===== config.mk =====
export PLATFORM = sky130hd
export DESIGN_NAME = down_timer
export DESIGN_NICKNAME = d
export VERILOG_FILES = /design/src/rtl/down_timer_pkg.sv /design/src/rtl/down_timer.sv
export SDC_FILE = /design/constraint.sdc
export NUM_CORES = 1
export LEC_CHECK = 0
export CAP_MARGIN = 20
export CORE_MARGIN = 5
export CORE_UTILIZATION = 29
export DETAILED_ROUTE_END_ITERATION = 10
export PLACE_DENSITY = 0.57
export SLEW_MARGIN = 10
export SYNTH_ARGS = -nofsm -noshare
export SYNTH_HDL_FRONTEND = slang
export SYNTH_SLANG_ARGS = --single-unit

===== constraint.sdc =====
create_clock -name clk -period 5.1 [get_ports clk]
set_input_delay 0.51 -clock clk [delete_from_list [all_inputs] [get_ports clk]]
set_output_delay 0.51 -clock clk [all_outputs]
set_load 0.05 [all_outputs]

===== src/rtl/down_timer_pkg.sv =====
// -----------------------------------------------------------------------------
// down_timer_pkg
// Shared definitions for the timer family: the default counter width, the
// run-mode encodings captured on load and the two-state controller encoding.
// -----------------------------------------------------------------------------
package down_timer_pkg;

   // Default counter / load-value width in bits (must be >= 2).
   localparam int unsigned DEFAULT_WIDTH = 4;

   // Mode encodings, sampled from the mode input only on a load cycle.
   localparam logic MODE_ONESHOT  = 1'b0;
   localparam logic MODE_PERIODIC = 1'b1;

   // Controller states.
   typedef enum logic [0:0] {
      IDLE = 1'b0,
      RUN  = 1'b1
   } timer_state_t;

endpackage : down_timer_pkg


===== src/rtl/down_timer.sv =====
// -----------------------------------------------------------------------------
// down_timer
// Loadable down-counter with a one-cycle terminal-count pulse. After a load
// with a non-zero value the timer runs, decrementing once per enabled clock.
// On the enabled edge that leaves 1 behind it raises tc for one cycle and then
// either stops at 0 (one-shot) or reloads the captured start value (periodic).
//
// Ports:
//   clk        in   clock, all state updates on the rising edge
//   reset      in   synchronous active-high reset, highest priority
//   enable     in   count enable, one decrement per cycle while high
//   load       in   load strobe, samples load_value and mode; beats enable
//   load_value in   start / reload value (WIDTH bits)
//   mode       in   0 = one-shot, 1 = periodic; captured only on load
//   out        out  current count (registered)
//   tc         out  terminal-count pulse, one cycle wide (registered)
//   busy       out  high while the controller is in RUN (registered)
// -----------------------------------------------------------------------------
module down_timer
   import down_timer_pkg::*;
#(
   parameter int unsigned WIDTH = DEFAULT_WIDTH
) (
   input  logic             clk,
   input  logic             reset,
   input  logic             enable,
   input  logic             load,
   input  logic [WIDTH-1:0] load_value,
   input  logic             mode,
   output logic [WIDTH-1:0] out,
   output logic             tc,
   output logic             busy
);

   localparam logic [WIDTH-1:0] CNT_ZERO = WIDTH'(0);
   localparam logic [WIDTH-1:0] CNT_ONE  = WIDTH'(1);

   // State registers
   timer_state_t     r_state;
   logic [WIDTH-1:0] r_out;
   logic [WIDTH-1:0] r_reload;
   logic             r_mode;
   logic             r_tc;
   logic             r_busy;

   // Next-state values
   timer_state_t     w_state_nxt;
   logic [WIDTH-1:0] w_out_nxt;
   logic [WIDTH-1:0] w_reload_nxt;
   logic             w_mode_nxt;
   logic             w_tc_nxt;
   logic             w_busy_nxt;

   // Next-state / next-count / terminal-count decode.
   always_comb begin
      w_state_nxt  = r_state;
      w_out_nxt    = r_out;
      w_reload_nxt = r_reload;
      w_mode_nxt   = r_mode;
      w_tc_nxt     = 1'b0;

      if (load) begin
         // Load overrides counting in any state; a zero load parks the timer
         // in IDLE so no terminal count is ever produced for it.
         w_out_nxt    = load_value;
         w_reload_nxt = load_value;
         w_mode_nxt   = mode;
         w_state_nxt  = (load_value != CNT_ZERO) ? RUN : IDLE;
      end else begin
         case (r_state)
            RUN: begin
               if (enable) begin
                  if (r_out > CNT_ONE) begin
                     // Decrement only from 2 upward, so underflow cannot occur.
                     w_out_nxt = r_out - CNT_ONE;
                  end else if (r_out == CNT_ONE) begin
                     // Terminal edge: pulse tc, then stop or restart.
                     w_tc_nxt = 1'b1;
                     if (r_mode == MODE_PERIODIC) begin
                        w_out_nxt = r_reload;
                     end else begin
                        w_out_nxt   = CNT_ZERO;
                        w_state_nxt = IDLE;
                     end
                  end else begin
                     // A zero count in RUN is unreachable; fall back to IDLE.
                     w_state_nxt = IDLE;
                  end
               end else begin
                  w_out_nxt = r_out;
               end
            end
            IDLE: begin
               // IDLE holds the count; there is no wrap from 0.
               w_out_nxt = r_out;
            end
            default: begin
               w_state_nxt = IDLE;
            end
         endcase
      end

      w_busy_nxt = (w_state_nxt == RUN);
   end

   // State and output registers with synchronous reset.
   always_ff @(posedge clk) begin
      if (reset) begin
         r_state  <= IDLE;
         r_out    <= CNT_ZERO;
         r_reload <= CNT_ZERO;
         r_mode   <= MODE_ONESHOT;
         r_tc     <= 1'b0;
         r_busy   <= 1'b0;
      end else begin
         r_state  <= w_state_nxt;
         r_out    <= w_out_nxt;
         r_reload <= w_reload_nxt;
         r_mode   <= w_mode_nxt;
         r_tc     <= w_tc_nxt;
         r_busy   <= w_busy_nxt;
      end
   end

   assign out  = r_out;
   assign tc   = r_tc;
   assign busy = r_busy;

endmodule : down_timer


==> results.ini, run 1 <==
[outcome]
status=complete, no violations

[worst_setup_path]
required_ps=4590
cp_num_buf_inv=1
cp-start-kind=register
crit_start=out[3]$_SDFFE_PP0P_
path_cells=clkdlybuf4s50_1
r2r_cells=6
arrival_ps=1590
path_depth=1
slowest_stage=clkdlybuf4s50_1
critPathMaxFanout=7
path_class=reg -> out
slowest_delay_ps=850
rr_startpoint=out[0]$_SDFFE_PP0P_
endpoint_kind=primary output
path_delay_family=buffers and inverters

[die]
initial_core_util_pct=29.8
num_io_pins=15
core_area_mm2=0.00192
die_y_um=54.5
die_w_um=54.5
rows=16
dieArea_mm2=0.00296

[power_and_ir_drop]
power_density_mw_per_mm2=279
ir_worst_vdd_mv=0.141
p_leak_uw=0.000277

[detailed_routing]
viasPerCell=5.19
num_vias=586
postRouteAntennaNets=0
drc=0
wl_per_cell_um=12.6
drtPass1Iterations=4
first_iter_violations=13
routed_wl_um=1420

[clock_tree]
clockBufferDepth=2
cts_made_buffers=3
ctsResizeCount=0
clock-root-buffer=clkbuf_4
cts_tree=built
clk_pin_slew_worst_paths_ps=70
insertion_delay_ps=270
cts_max_level=1
holdBufCountCts=0
post_cts_buffers=0
cts.sinks=11

[timing]
tightestPinTransition_ps=496
final.setup_skew_ps=6.44
min_period_ps=2100
setup_viol=0
finalHoldViolations=0
fin_crit_sh_pct=41.2
final_max_slew_viol_count=0
rsz0062_at_grt=no
max-slew-margin-rel_pct=66.8
fmax_mhz=476
tns_ps=0

[worst_hold_path]
min_from=r_reload[1]$_SDFFE_PP0P_
min_path_cells=2
worstHoldPathType=reg -> reg

[flow_run]
max_cap_violations=0

[synth]
netlist_instances=70
synth_nets=81
synth_edf_count=0
yosys-top-cells-area=dfxtp_1 38%, a21oi_1 8.7%, a311oi_1 4.6%
ys_ff_latch=11
avgSynthCellArea_um2=8.19
synth_warnings=0
synthArstFlopShare_pct=0
synth.cell_area_um2=573
synth_top_cell_by_area=dfxtp_1
synthTopCellsByCount=11 x dfxtp_1, 10 x a21oi_1, 6 x nand2_1
yosysTopAreaCellShare_pct=38.4
synthFlopType=dfxtp_1
yosysMostFrequentCell=dfxtp_1
synth_cell_types=26
yosysSeqAreaShare_pct=38.4

[finish]
drive_above_1_share_pct=8.14
post-route-util_pct=39.8
diodes=0
multi_input_area_um2=327
final_cells=113
nFillCells=215
nets=98
area_delta_synth_final_pct=33.6
register_area_um2=220

[place]
dp_cells=109
place.gp.congestion=0.813
portBuffers=14
dpl.hpwl_um=1050

[global_routing]
grtUsageTotal_pct=11.3
grt-ovfl-total=0
grt_pass1_wl_um=2420
antenna_found_initial=0
grt_pass1_vias=563
grt_max_degree=14

[logic make-up after synthesis]
logic type               share of synthesized area [%]
multiplexers                                      3.49
AND/OR/NAND/NOR                                   22.7
flip-flops                                        38.4
AO/OA/AOI/OAI                                     26.4
buffers and inverters                             4.58
adder cells (fa/ha/maj)                           4.37
[cells in the final DEF, fill, tap and decap left out, drive strengths merged, types with 2 or more instances in the layout]
cell type,synthesis,layout
dfxtp,11,11
nor3,4,4
ha,2,2
clkdlybuf4s50,0,14
nand2,6,6
nor2,6,6
a311oi,3,3
inv,5,5
o22ai,2,2
o21ai,2,2
nor2b,3,3
nand3,2,2
a32oi,2,2
clkbuf,1,4
mux2i,2,2
a21oi,10,10
[through the flow]
step	power, uW	hold slack (ps)	area (um2)	setup slack [ps]
floorplan	135	445	573	3080
global placement	155	473	739	3140
detailed placement	155	469	739	3150
CTS	214	480	766	3000
global route	228	505	766	2900
finish	214	476	766	3000
[registers in the layout, indices dropped and copies added (netlist names)]
signal,cells
out,4
r_mode,1
busy,1
r_reload,4
tc,1
[worst min-delay path, delay by kind of cell, from the launching register on]
kind	cells	cell delay (ps)
AO/OA/AOI/OAI	1	50
AND/OR/NAND/NOR	1	60
flip-flops	1	310
[area by class of cell]
type / count / share of cell area (%)
multi-input combinational: 52 / 42.6
clock buffer: 4 / 3.43
tap: 27 / 4.41
inverter: 5 / 2.45
sequential: 11 / 28.8
timing repair buffer: 14 / 18.3
[worst paths after layout]
path                                            endpoint  slack (ps)
worst min-delay path            r_reload[1]$_SDFFE_PP0P_         480
worst max register to register       out[1]$_SDFFE_PP0P_        3260
worst max-delay path                              out[3]        3000
worst min register to register  r_reload[1]$_SDFFE_PP0P_         480
[routing by layer]
metal	up-vias	share of wire [%]	global-route usage (%)
met1	271	51	15.1
met5	-	0	0
met2	20	42	16.1
met4	0	2.3	8.30
met3	4	4.5	1.91
li1	291	-	-
[where the power goes]
group	switching [uW]	internal [uW]	total [uW]	leakage, uW
combinational	32.2	23.6	55.8	0.000171
sequential	6.41	91.2	97.6	0.0000908
clock	29.9	30.3	60.2	0.0000150
total	68.5	145	214	0.000277
No activity file was read; power rests on OpenSTA's default activity.
==> run 2, diff against run 1 <==
PLACE_DENSITY = 0.59   (was 0.57)
clock period = 1.75 ns   (was 5.1 ns; I/O delays follow)
==> results.ini, run 2 (synthesized netlist as in run 1, its figures left out) <==
[outcome]
status=complete, no violations  ; unchanged

[global_routing]
grt-ovfl-total=0  ; unchanged
grt_max_degree=13  ; was 14
grt_pass1_wl_um=2360  ; was 2420 um
antenna_found_initial=0  ; unchanged
grtUsageTotal_pct=11.4  ; was 11.3%
grt_pass1_vias=531  ; was 563

[worst_setup_path]
cp-start-kind=register  ; unchanged
r2r-end=out[2]$_SDFFE_PP0P_  ; was out[1]$_SDFFE_PP0P_
critPathMaxFanout=5  ; was 7
required_ps=1950  ; was 4590 ps
path_class=reg -> reg  ; was reg -> out
r2r_cells=6  ; unchanged
path_cells=inv_1 > ha_1 > nor2b_1 > a21o_1 > o41a_1 > nor3_2  ; was clkdlybuf4s50_1
slowest_stage=o41a_1  ; was clkdlybuf4s50_1
slowest_delay_ps=430  ; was 850 ps
rrSetupSlack_ps=60  ; was 3260 ps
endpoint_kind=register  ; was primary output
path_delay_family=compound AO/OA/AOI/OAI gates  ; was buffers and inverters
arrival_ps=1890  ; was 1590 ps
crit_start=out[1]$_SDFFE_PP0P_  ; was out[3]$_SDFFE_PP0P_
cp_num_buf_inv=1  ; unchanged
rr_startpoint=out[1]$_SDFFE_PP0P_  ; was out[0]$_SDFFE_PP0P_

[place]
dpl-instance-area_um2=757  ; was 739 um2
portBuffers=14  ; unchanged
place.gp.congestion=0.840  ; was 0.813
dpl.hpwl_um=1080  ; was 1050 um
post-place-ws_ps=55.4  ; was 3150 ps

[die]
die_w_um=54.5  ; unchanged
num_io_pins=15  ; unchanged
initial_core_util_pct=29.8  ; unchanged
rows=16  ; unchanged
core_area_mm2=0.00192  ; unchanged
dieArea_mm2=0.00296  ; unchanged
die_y_um=54.5  ; unchanged

[clock_tree]
insertion_delay_ps=270  ; about the same
cts_max_level=1  ; unchanged
clockBufferDepth=2  ; unchanged
cts_made_buffers=3  ; unchanged
clk_pin_slew_worst_paths_ps=70  ; about the same
clock-root-buffer=clkbuf_4  ; unchanged
holdBufCountCts=0  ; unchanged
cts.sinks=11  ; unchanged
cts_tree=built  ; unchanged

[finish]
layout_common_cells=12 x clkdlybuf4s50_1, 10 x a21oi_1, 9 x dfxtp_1, 6 x nand2_1  ; was 14 x clkdlybuf4s50_1, 11 x dfxtp_1, 10 x a21oi_1, 6 x nand2_1
diodes=0  ; unchanged
nets=101  ; was 98
final_common_cell=clkdlybuf4s50_1  ; unchanged
area_delta_synth_final_pct=40.8  ; was 33.6%
drive_above_1_share_pct=19.1  ; was 8.14%
fin_area_um2=807  ; was 766 um2
nFillCells=210  ; was 215

[power_and_ir_drop]
p_leak_uw=0.000298  ; was 0.000277 uW
power_density_mw_per_mm2=786  ; was 279 mW/mm2
finalPower_uw=634  ; was 214 uW
ir_worst_vdd_mv=0.402  ; was 0.141 mV
share_seq_of_total_power_pct=44.7  ; was 45.7%
internal_power_uw=429  ; was 145 uW
switching_share_pct=32.3  ; was 32.1%
p_sw_uw=205  ; was 68.5 uW
comb_power_share_pct=27.9  ; was 26.1%
clkPwrFrac_pct=27.4  ; was 28.2%

[timing]
tns_ps=0  ; unchanged
tightestPinTransition_ps=493  ; was 496 ps
worst_slack_ps=63.6  ; was 3000 ps
max-slew-margin-rel_pct=67.1  ; was 66.8%
min_period_ps=1690
setup_viol=0  ; unchanged
fin_crit_sh_pct=96.4
final_max_slew_viol_count=0  ; unchanged
finalHoldViolations=0  ; unchanged
fmax_mhz=593
final.setup_skew_ps=1.97  ; was 6.44 ps

[worst_hold_path]
holdPathEnd=r_reload[0]$_SDFFE_PP0P_  ; was r_reload[1]$_SDFFE_PP0P_
min_from=r_reload[0]$_SDFFE_PP0P_  ; was r_reload[1]$_SDFFE_PP0P_
worstHoldPathType=reg -> reg  ; unchanged
min_path_cells=2  ; unchanged

[detailed_routing]
routed_wl_um=1520  ; was 1420 um
viasPerCell=5.10  ; was 5.19
drc=0  ; unchanged
num_vias=592  ; was 586
first_iter_violations=8  ; was 13
wl_per_cell_um=13.1  ; was 12.6 um
postRouteAntennaNets=0  ; unchanged
drtPass1Iterations=4  ; unchanged

[flow_run]
max_cap_violations=0  ; unchanged

==> run 2: cell count changes in the layout (fill, tap and decap cells not counted) <==
cell | previous run | this run
dfxtp_1 | 11 | 9
a311oi_2 | 0 | 2
and2_4 | 0 | 1
a311oi_1 | 3 | 1
buf_4 | 0 | 5
clkdlybuf4s50_1 | 14 | 12
ha_1 | 2 | 1
dfxtp_4 | 0 | 2
and2_2 | 1 | 0
ha_2 | 0 | 1
==> run 2: power groups by stage <==
stage               logic (uW)  registers [uW]  clock network, uW
finish                     177             284                174
global route               192             287                184
CTS                        165             283                182
detailed placement         164             289                  0
global placement           164             290                  0
floorplan                 77.3             316                  0
==> run 2: cell type report <==
type / instances / area (um2) / share of cell area [%]
Multi-Input combinational cell: 52 / 343 / 42.5
Timing Repair Buffer: 17 / 158 / 19.5
Clock buffer: 4 / 26.3 / 3.26
Sequential cell: 11 / 228 / 28.2
Inverter: 5 / 18.8 / 2.33
Tap cell: 27 / 33.8 / 4.19
==> run 2: timing repair <==
action                     CTS  global route
gates resized for setup      0             4
buffers inserted             0             1
setup endpoints to repair    0             2
==> run 2: routing by layer <==
metal,track usage (%),vias to the layer above,share of wire [%]
met2,14.9,16,47
met5,0,-,0
met3,2.72,2,5.1
li1,-,296,-
met4,8.71,0,1.1
met1,15.6,278,47
==> run 2: metrics by stage <==
stage / hold slack, ps / std cells / utilization [%]
final: 488 / 116 / 42.0
after global placement: 459 / 111 / 39.4
after global routing: 536 / 116 / 42.0
after detailed placement: 465 / 111 / 39.4
after CTS: 482 / 115 / 40.8
after floorplan: 252 / 70 / -
==> run 2: how the worst max path moves through the flow <==
stage | to | slack [ps] | cells after the start
finish | out[2]$_SDFFE_PP0P_ | 60 | 6
global route | out[2]$_SDFFE_PP0P_ | -8 | 6
CTS | out[0]$_SDFFE_PP0P_ | 50 | 6
detailed placement | out[0]$_SDFFE_PP0P_ | 60 | 6
global placement | out[0]$_SDFFE_PP0P_ | 70 | 6
floorplan | out[0]$_SDFFE_PP0P_ | 30 | 6
==> run 2: worst min-delay path, stage by stage, from the launching register on <==
cell and delay (ps):
dfxtp_1 320, nand2_1 60, a21oi_1 60
